`src/rtl/vga_timing_gen.sv`:
```
// 640x480@60 VGA raster timing with a single registered output stage.
// Pixel colour, syncs and blank leave through the same pix_tick-enabled flops.
module vga_timing_gen #(
  parameter int H_VISIBLE = 640,
  parameter int H_FRONT   = 16,
  parameter int H_SYNC    = 96,
  parameter int H_BACK    = 48,
  parameter int V_VISIBLE = 480,
  parameter int V_FRONT   = 10,
  parameter int V_SYNC    = 2,
  parameter int V_BACK    = 33,
  parameter int CLK_DIV   = 2
) (
  input  logic       clk,
  input  logic       reset,
  output logic [9:0] x,
  output logic [9:0] y,
  output logic       pix_tick,
  output logic       video_on,
  output logic       frame_start,
  input  logic [9:0] red_in,
  input  logic [9:0] green_in,
  input  logic [9:0] blue_in,
  output logic [9:0] vga_r,
  output logic [9:0] vga_g,
  output logic [9:0] vga_b,
  output logic       vga_hs,
  output logic       vga_vs,
  output logic       vga_blank_n,
  output logic       vga_sync_n,
  output logic       vga_clk
);

  localparam int H_TOTAL = H_VISIBLE + H_FRONT + H_SYNC + H_BACK;
  localparam int V_TOTAL = V_VISIBLE + V_FRONT + V_SYNC + V_BACK;
  localparam int DIV_W   = (CLK_DIV > 1) ? $clog2(CLK_DIV) : 1;

  localparam logic [DIV_W-1:0] DIV_LAST = DIV_W'(CLK_DIV - 1);
  localparam logic [DIV_W-1:0] DIV_HALF = DIV_W'(CLK_DIV / 2);
  localparam logic [DIV_W-1:0] DIV_ONE  = DIV_W'(1);

  localparam logic [9:0]  X_LAST = 10'(H_TOTAL - 1);
  localparam logic [9:0]  Y_LAST = 10'(V_TOTAL - 1);
  localparam logic [10:0] X_VIS  = 11'(H_VISIBLE);
  localparam logic [10:0] Y_VIS  = 11'(V_VISIBLE);
  localparam logic [10:0] HS_LO  = 11'(H_VISIBLE + H_FRONT);
  localparam logic [10:0] HS_HI  = 11'(H_VISIBLE + H_FRONT + H_SYNC - 1);
  localparam logic [10:0] VS_LO  = 11'(V_VISIBLE + V_FRONT);
  localparam logic [10:0] VS_HI  = 11'(V_VISIBLE + V_FRONT + V_SYNC - 1);

  if (CLK_DIV < 1) begin : g_bad_div
    $error("vga_timing_gen: CLK_DIV must be >= 1");
  end
  if (H_TOTAL > 1024 || V_TOTAL > 1024) begin : g_bad_total
    $error("vga_timing_gen: H_TOTAL and V_TOTAL must fit 10 bits");
  end
  if (H_VISIBLE < 1 || V_VISIBLE < 1 || H_SYNC < 1 || V_SYNC < 1)
  begin : g_bad_window
    $error("vga_timing_gen: visible and sync widths must be >= 1");
  end
  if (H_FRONT < 0 || H_BACK < 0 || V_FRONT < 0 || V_BACK < 0)
  begin : g_bad_porch
    $error("vga_timing_gen: porches must be non-negative");
  end

  logic [DIV_W-1:0] div_cnt_q, div_cnt_d;
  logic [9:0]       x_q, x_d;
  logic [9:0]       y_q, y_d;
  logic [9:0]       r_q, r_d;
  logic [9:0]       g_q, g_d;
  logic [9:0]       b_q, b_d;
  logic             hs_q, hs_d;
  logic             vs_q, vs_d;
  logic             blank_n_q, blank_n_d;
  logic             vclk_q, vclk_d;

  logic tick;
  logic x_last;
  logic y_last;
  logic von;
  logic hs_win;
  logic vs_win;

  always_comb begin
    tick   = (div_cnt_q == DIV_LAST);
    x_last = (x_q == X_LAST);
    y_last = (y_q == Y_LAST);
    von    = ({1'b0, x_q} < X_VIS) && ({1'b0, y_q} < Y_VIS);
    hs_win = ({1'b0, x_q} >= HS_LO) && ({1'b0, x_q} <= HS_HI);
    vs_win = ({1'b0, y_q} >= VS_LO) && ({1'b0, y_q} <= VS_HI);
  end

  always_comb begin
    div_cnt_d = tick ? '0 : div_cnt_q + DIV_ONE;
    x_d       = x_q;
    y_d       = y_q;
    if (tick) begin
      x_d = x_last ? 10'd0 : x_q + 10'd1;
      if (x_last) begin
        y_d = y_last ? 10'd0 : y_q + 10'd1;
      end
    end
  end

  // Output stage advances only at the end of a pixel period.
  always_comb begin
    r_d       = r_q;
    g_d       = g_q;
    b_d       = b_q;
    hs_d      = hs_q;
    vs_d      = vs_q;
    blank_n_d = blank_n_q;
    if (tick) begin
      r_d       = von ? red_in   : 10'd0;
      g_d       = von ? green_in : 10'd0;
      b_d       = von ? blue_in  : 10'd0;
      hs_d      = ~hs_win;
      vs_d      = ~vs_win;
      blank_n_d = von;
    end
  end

  // With CLK_DIV=1 there is no divided clock; the board feeds the DAC from clk.
  always_comb begin
    vclk_d = 1'b0;
    if (CLK_DIV >= 2) begin
      vclk_d = (div_cnt_d >= DIV_HALF);
    end
  end

  always_ff @(posedge clk or posedge reset) begin
    if (reset) begin
      div_cnt_q <= '0;
      x_q       <= 10'd0;
      y_q       <= 10'd0;
      r_q       <= 10'd0;
      g_q       <= 10'd0;
      b_q       <= 10'd0;
      hs_q      <= 1'b1;
      vs_q      <= 1'b1;
      blank_n_q <= 1'b0;
      vclk_q    <= 1'b0;
    end else begin
      div_cnt_q <= div_cnt_d;
      x_q       <= x_d;
      y_q       <= y_d;
      r_q       <= r_d;
      g_q       <= g_d;
      b_q       <= b_d;
      hs_q      <= hs_d;
      vs_q      <= vs_d;
      blank_n_q <= blank_n_d;
      vclk_q    <= vclk_d;
    end
  end

  assign x           = x_q;
  assign y           = y_q;
  assign pix_tick    = tick;
  assign video_on    = von;
  assign frame_start = tick & x_last & y_last;
  assign vga_r       = r_q;
  assign vga_g       = g_q;
  assign vga_b       = b_q;
  assign vga_hs      = hs_q;
  assign vga_vs      = vs_q;
  assign vga_blank_n = blank_n_q;
  assign vga_sync_n  = 1'b1;
  assign vga_clk     = vclk_q;

endmodule

```
`config.mk`:
```
export PLATFORM = sky130hd
export DESIGN_NAME = vga_timing_gen
export DESIGN_NICKNAME = d
export VERILOG_FILES = /design/src/rtl/vga_timing_gen.sv
export SDC_FILE = /design/constraint.sdc
export NUM_CORES = 1
export LEC_CHECK = 0
export CAP_MARGIN = 40
export CORE_ASPECT_RATIO = 1.4
export CORE_MARGIN = 1.5
export CORE_UTILIZATION = 39
export DETAILED_ROUTE_END_ITERATION = 12
export PLACE_DENSITY_LB_ADDON = 0.2
export SYNTH_ARGS = -nofsm -noshare
export SYNTH_HDL_FRONTEND = slang
export SYNTH_SLANG_ARGS = --single-unit
```
`constraint.sdc`:
```
create_clock -name clk -period 2 [get_ports clk]
set_clock_uncertainty 0.15 [all_clocks]
set_input_delay 0.2 -clock clk [delete_from_list [all_inputs] [get_ports clk]]
set_output_delay 0.2 -clock clk [all_outputs]
set_load 0.005 [all_outputs]
```
==> results by group <==
Status
  – Status: complete, no violations

Synthesis
  – Yosys top cell by area: dfrtp_1
  – Async S/R FF share, synth: 100%
  – Dominant synthesized flop cell: dfrtp_1
  – Ys Warns: 0
  – Sequential area share after synthesis: a little under three fifths
  – Avg Synthesized Cell Area: 10.6 µm²
  – Syn Std Cell Area: around 2400 µm²
  – Number of library cell types mapped by synthesis: 36
  – Synth area leaders: dfrtp_1, o2bb2ai_1, nand2_1, xor2_1, dfstp_2
  – Post-Syn Instances: 228
  – Syn Nets: around 260
  – Top-area cell type share of the netlist area: between 50% and 60%
  – FF+latch count, synth: 54
  – Post-synth EDFFs: 0

Routing
  – Drt pass-1 iters: 8
  – Total number of vias: around 2100
  – Routed WL: 6250 µm
  – DRC viols: 0
  – Vias per cell: approximately 5.2
  – Routed len/inst: 15.3 µm
  – DRT antenna net count: 0
  – Iter 0 DRT Violations: 99

Clocking
  – Worst-Skew Late Latency: 0.31 ns
  – Hold_buf cts: 0
  – CTS tree: built
  – Clk slew on worst S/H paths: 0.10 ns
  – H-tree depth: 2
  – Clock tree buffer depth: 2
  – CTS root buf: clkbuf_8
  – Clock Sinks: 54
  – Cts bufs inserted: 5

STA
  – Slew Limit Fails: 0
  – Slack of the critical path: 0.0718 ns
  – Worst Hold Margin: 0.0552 ns
  – Final hold viol count: 0
  – Setup tns final: 0 ns
  – Period utilisation layout: 96.4%
  – Fin crit period: 1.93 ns
  – # setup viols final: 0
  – RSZ-0062 raised after global routing: true
  – Max frequency: 519 MHz

Cells and area
  – Nets: 373
  – Layout cells sized above 1: 14.8%
  – ANT cells: 0
  – Register Area: 1360 µm²
  – Area of the multi-input gates: slightly below 1000 µm²
  – Area Growth Syn to Fin: 52.8%
  – FILL cells: 516
  – Finished Cell Area: 3700 µm²

Global routing
  – Initial antenna violation count: 0
  – Vias in the first global route: roughly 2100
  – Global route overflow: 0
  – First-pass GRT wire length: 10300 µm
  – Largest net degree at the start of global routing: 40
  – Gr usage total: about a fifth

Floorplanning
  – Core box area: 5950 µm²
  – # rows: 33
  – Die Wd: 69.6 µm
  – Ports: 90
  – Initial Util: between 40% and 50%
  – Die area: roughly 6700 µm²
  – Chip Height: 96.3 µm

Worst setup path
  – Peak fanout along the critical path: 3
  – Worst path arrival time: 2.01 ns
  – Kind of end point of the critical path: flop
  – WS Path Type: flop to flop
  – Critical path required time: 2.09 ns
  – Startpoint types: flop

Power and ir drop
  – Leakage: roughly 1.6 nW
  – Max IR drop VDD: 360 µV
  – PwrDens: 556 nW/µm²

Placement
  – IO Port Bufs: between 80 and 90
  – Gpl congestion: 0.842
  – Detailed Place HPWL: about 4500 µm
  – Dpl cell area: 3540 µm²
  – Place WS: 0.0435 ns

Worst hold path
  – Worst hold path class: primary input to asynchronous set/reset pin

Job
  – Max cap viols: 0
## layer usage
| metal | GRT usage [%] | vias up | wire length, µm |
|---|---|---|---|
| li1 | - | 1020 | - |
| met1 | 23.0 | 1028 | 2530 |
| met2 | 34.4 | 66 | 3210 |
| met3 | 3.87 | 13 | 322 |
| met4 | 8.66 | 0 | 183 |
| met5 | 0 | - | 0 |
## cells in the mapped netlist, types with 2 or more instances
| cell | n |
|---|---|
| xnor2_1 | 5 |
| and3_1 | 4 |
| a21oi_1 | 5 |
| nor2_1 | 11 |
| o2bb2ai_1 | 30 |
| dfrtp_1 | 52 |
| buf_4 | 2 |
| nand2_1 | 37 |
| o21ai_0 | 9 |
| xor2_1 | 7 |
| o31ai_1 | 2 |
| and2_1 | 2 |
| or3_1 | 2 |
| buf_2 | 2 |
| nor3_1 | 4 |
| inv_1 | 6 |
| ha_1 | 4 |
| nand3_1 | 9 |
| clkbuf_1 | 11 |
| dfstp_2 | 2 |
| nand4_1 | 7 |
## sequential cells by signal (all words and copies together) (netlist names)
signal       count
vga_r           10
vga_vs           1
x               10
vga_blank_n      1
vga_b           10
y               10
pix_tick         1
vga_g           10
vga_hs           1
## what timing repair did
action | CTS | global route
setup buffers | 3 | 1
pin swaps | 3 | 5
resized for setup | 9 | 6
setup endpoints to repair | 4 | 4
## layout by cell type, fill, tap and decap left out, types with 7 or more instances in the layout
cell and instances:
buf_4 24, clkdlybuf4s50_1 86, dfrtp_1 50, nand2_1 37, nand3_1 9, nand4_1 7
nor2_1 10, o21ai_0 8, o2bb2ai_1 30, xor2_1 7
## worst max-delay path, stage by stage, from the launching register on
cell	delay, ns
dfrtp_1	0.43
nor4b_4	0.35
nand4_2	0.17
buf_6	0.16
or4_1	0.46
a21oi_1	0.14
## where the power goes
part	total (W)	internal (W)	switching, W
clock network	0.000730	0.000376	0.000354
registers	0.00114	0.00112	0.0000189
logic	0.000186	0.000125	0.0000615
total	0.00206	0.00162	0.000434
## final timing paths
| path | from | endpoint | slack [ns] | cells after the start |
|---|---|---|---|---|
| setup / recovery | x[7]$_DFFE_PP0P_ | y[9]$_DFFE_PP0P_ | 0.07 | 5 |
| hold / removal | reset | vga_r[5]$_DFFE_PP0P_ | 0.06 | 2 |
| setup reg to reg | x[7]$_DFFE_PP0P_ | y[9]$_DFFE_PP0P_ | 0.07 | 5 |
| hold reg to reg | vga_r[9]$_DFFE_PP0P_ | vga_r[9]$_DFFE_PP0P_ | 0.35 | 1 |
| max in group asynchronous | reset | vga_hs$_DFFE_PP1P_ | 1.09 | 3 |
| min in group clk | blue_in[1] | vga_b[1]$_DFFE_PP0P_ | 0.28 | 3 |
## cells by family after synthesis
kind of cell,share of synthesized area [%]
xor gates and xnor gates,4.34
muxes,0.413
and+or+nand+nor,19.0
buffers and inverters,3.82
adders and majority gates,2.07
other,0.155
AOI/OAI and AO/OA,14.4
DFF,55.9
## per-stage QoR
stage,cells,utilization [%],total power [W]
floorplan,228,-,0.00121
global placement,396,59.5,0.00135
detailed placement,396,59.5,0.00135
CTS,407,62.0,0.00209
global route,408,62.3,0.00215
finish,408,62.3,0.00206
## area by class of cell
cell class | count | share of cell area [%]
Clock buffer | 6 | 1.96
Tap cell | 70 | 2.37
Inverter | 7 | 0.710
Clock inverter | 2 | 1.05
Sequential cell | 54 | 36.6
Timing Repair Buffer | 117 | 30.7
Multi-Input combinational cell | 152 | 26.6
Power figures use the tool's default switching activity.
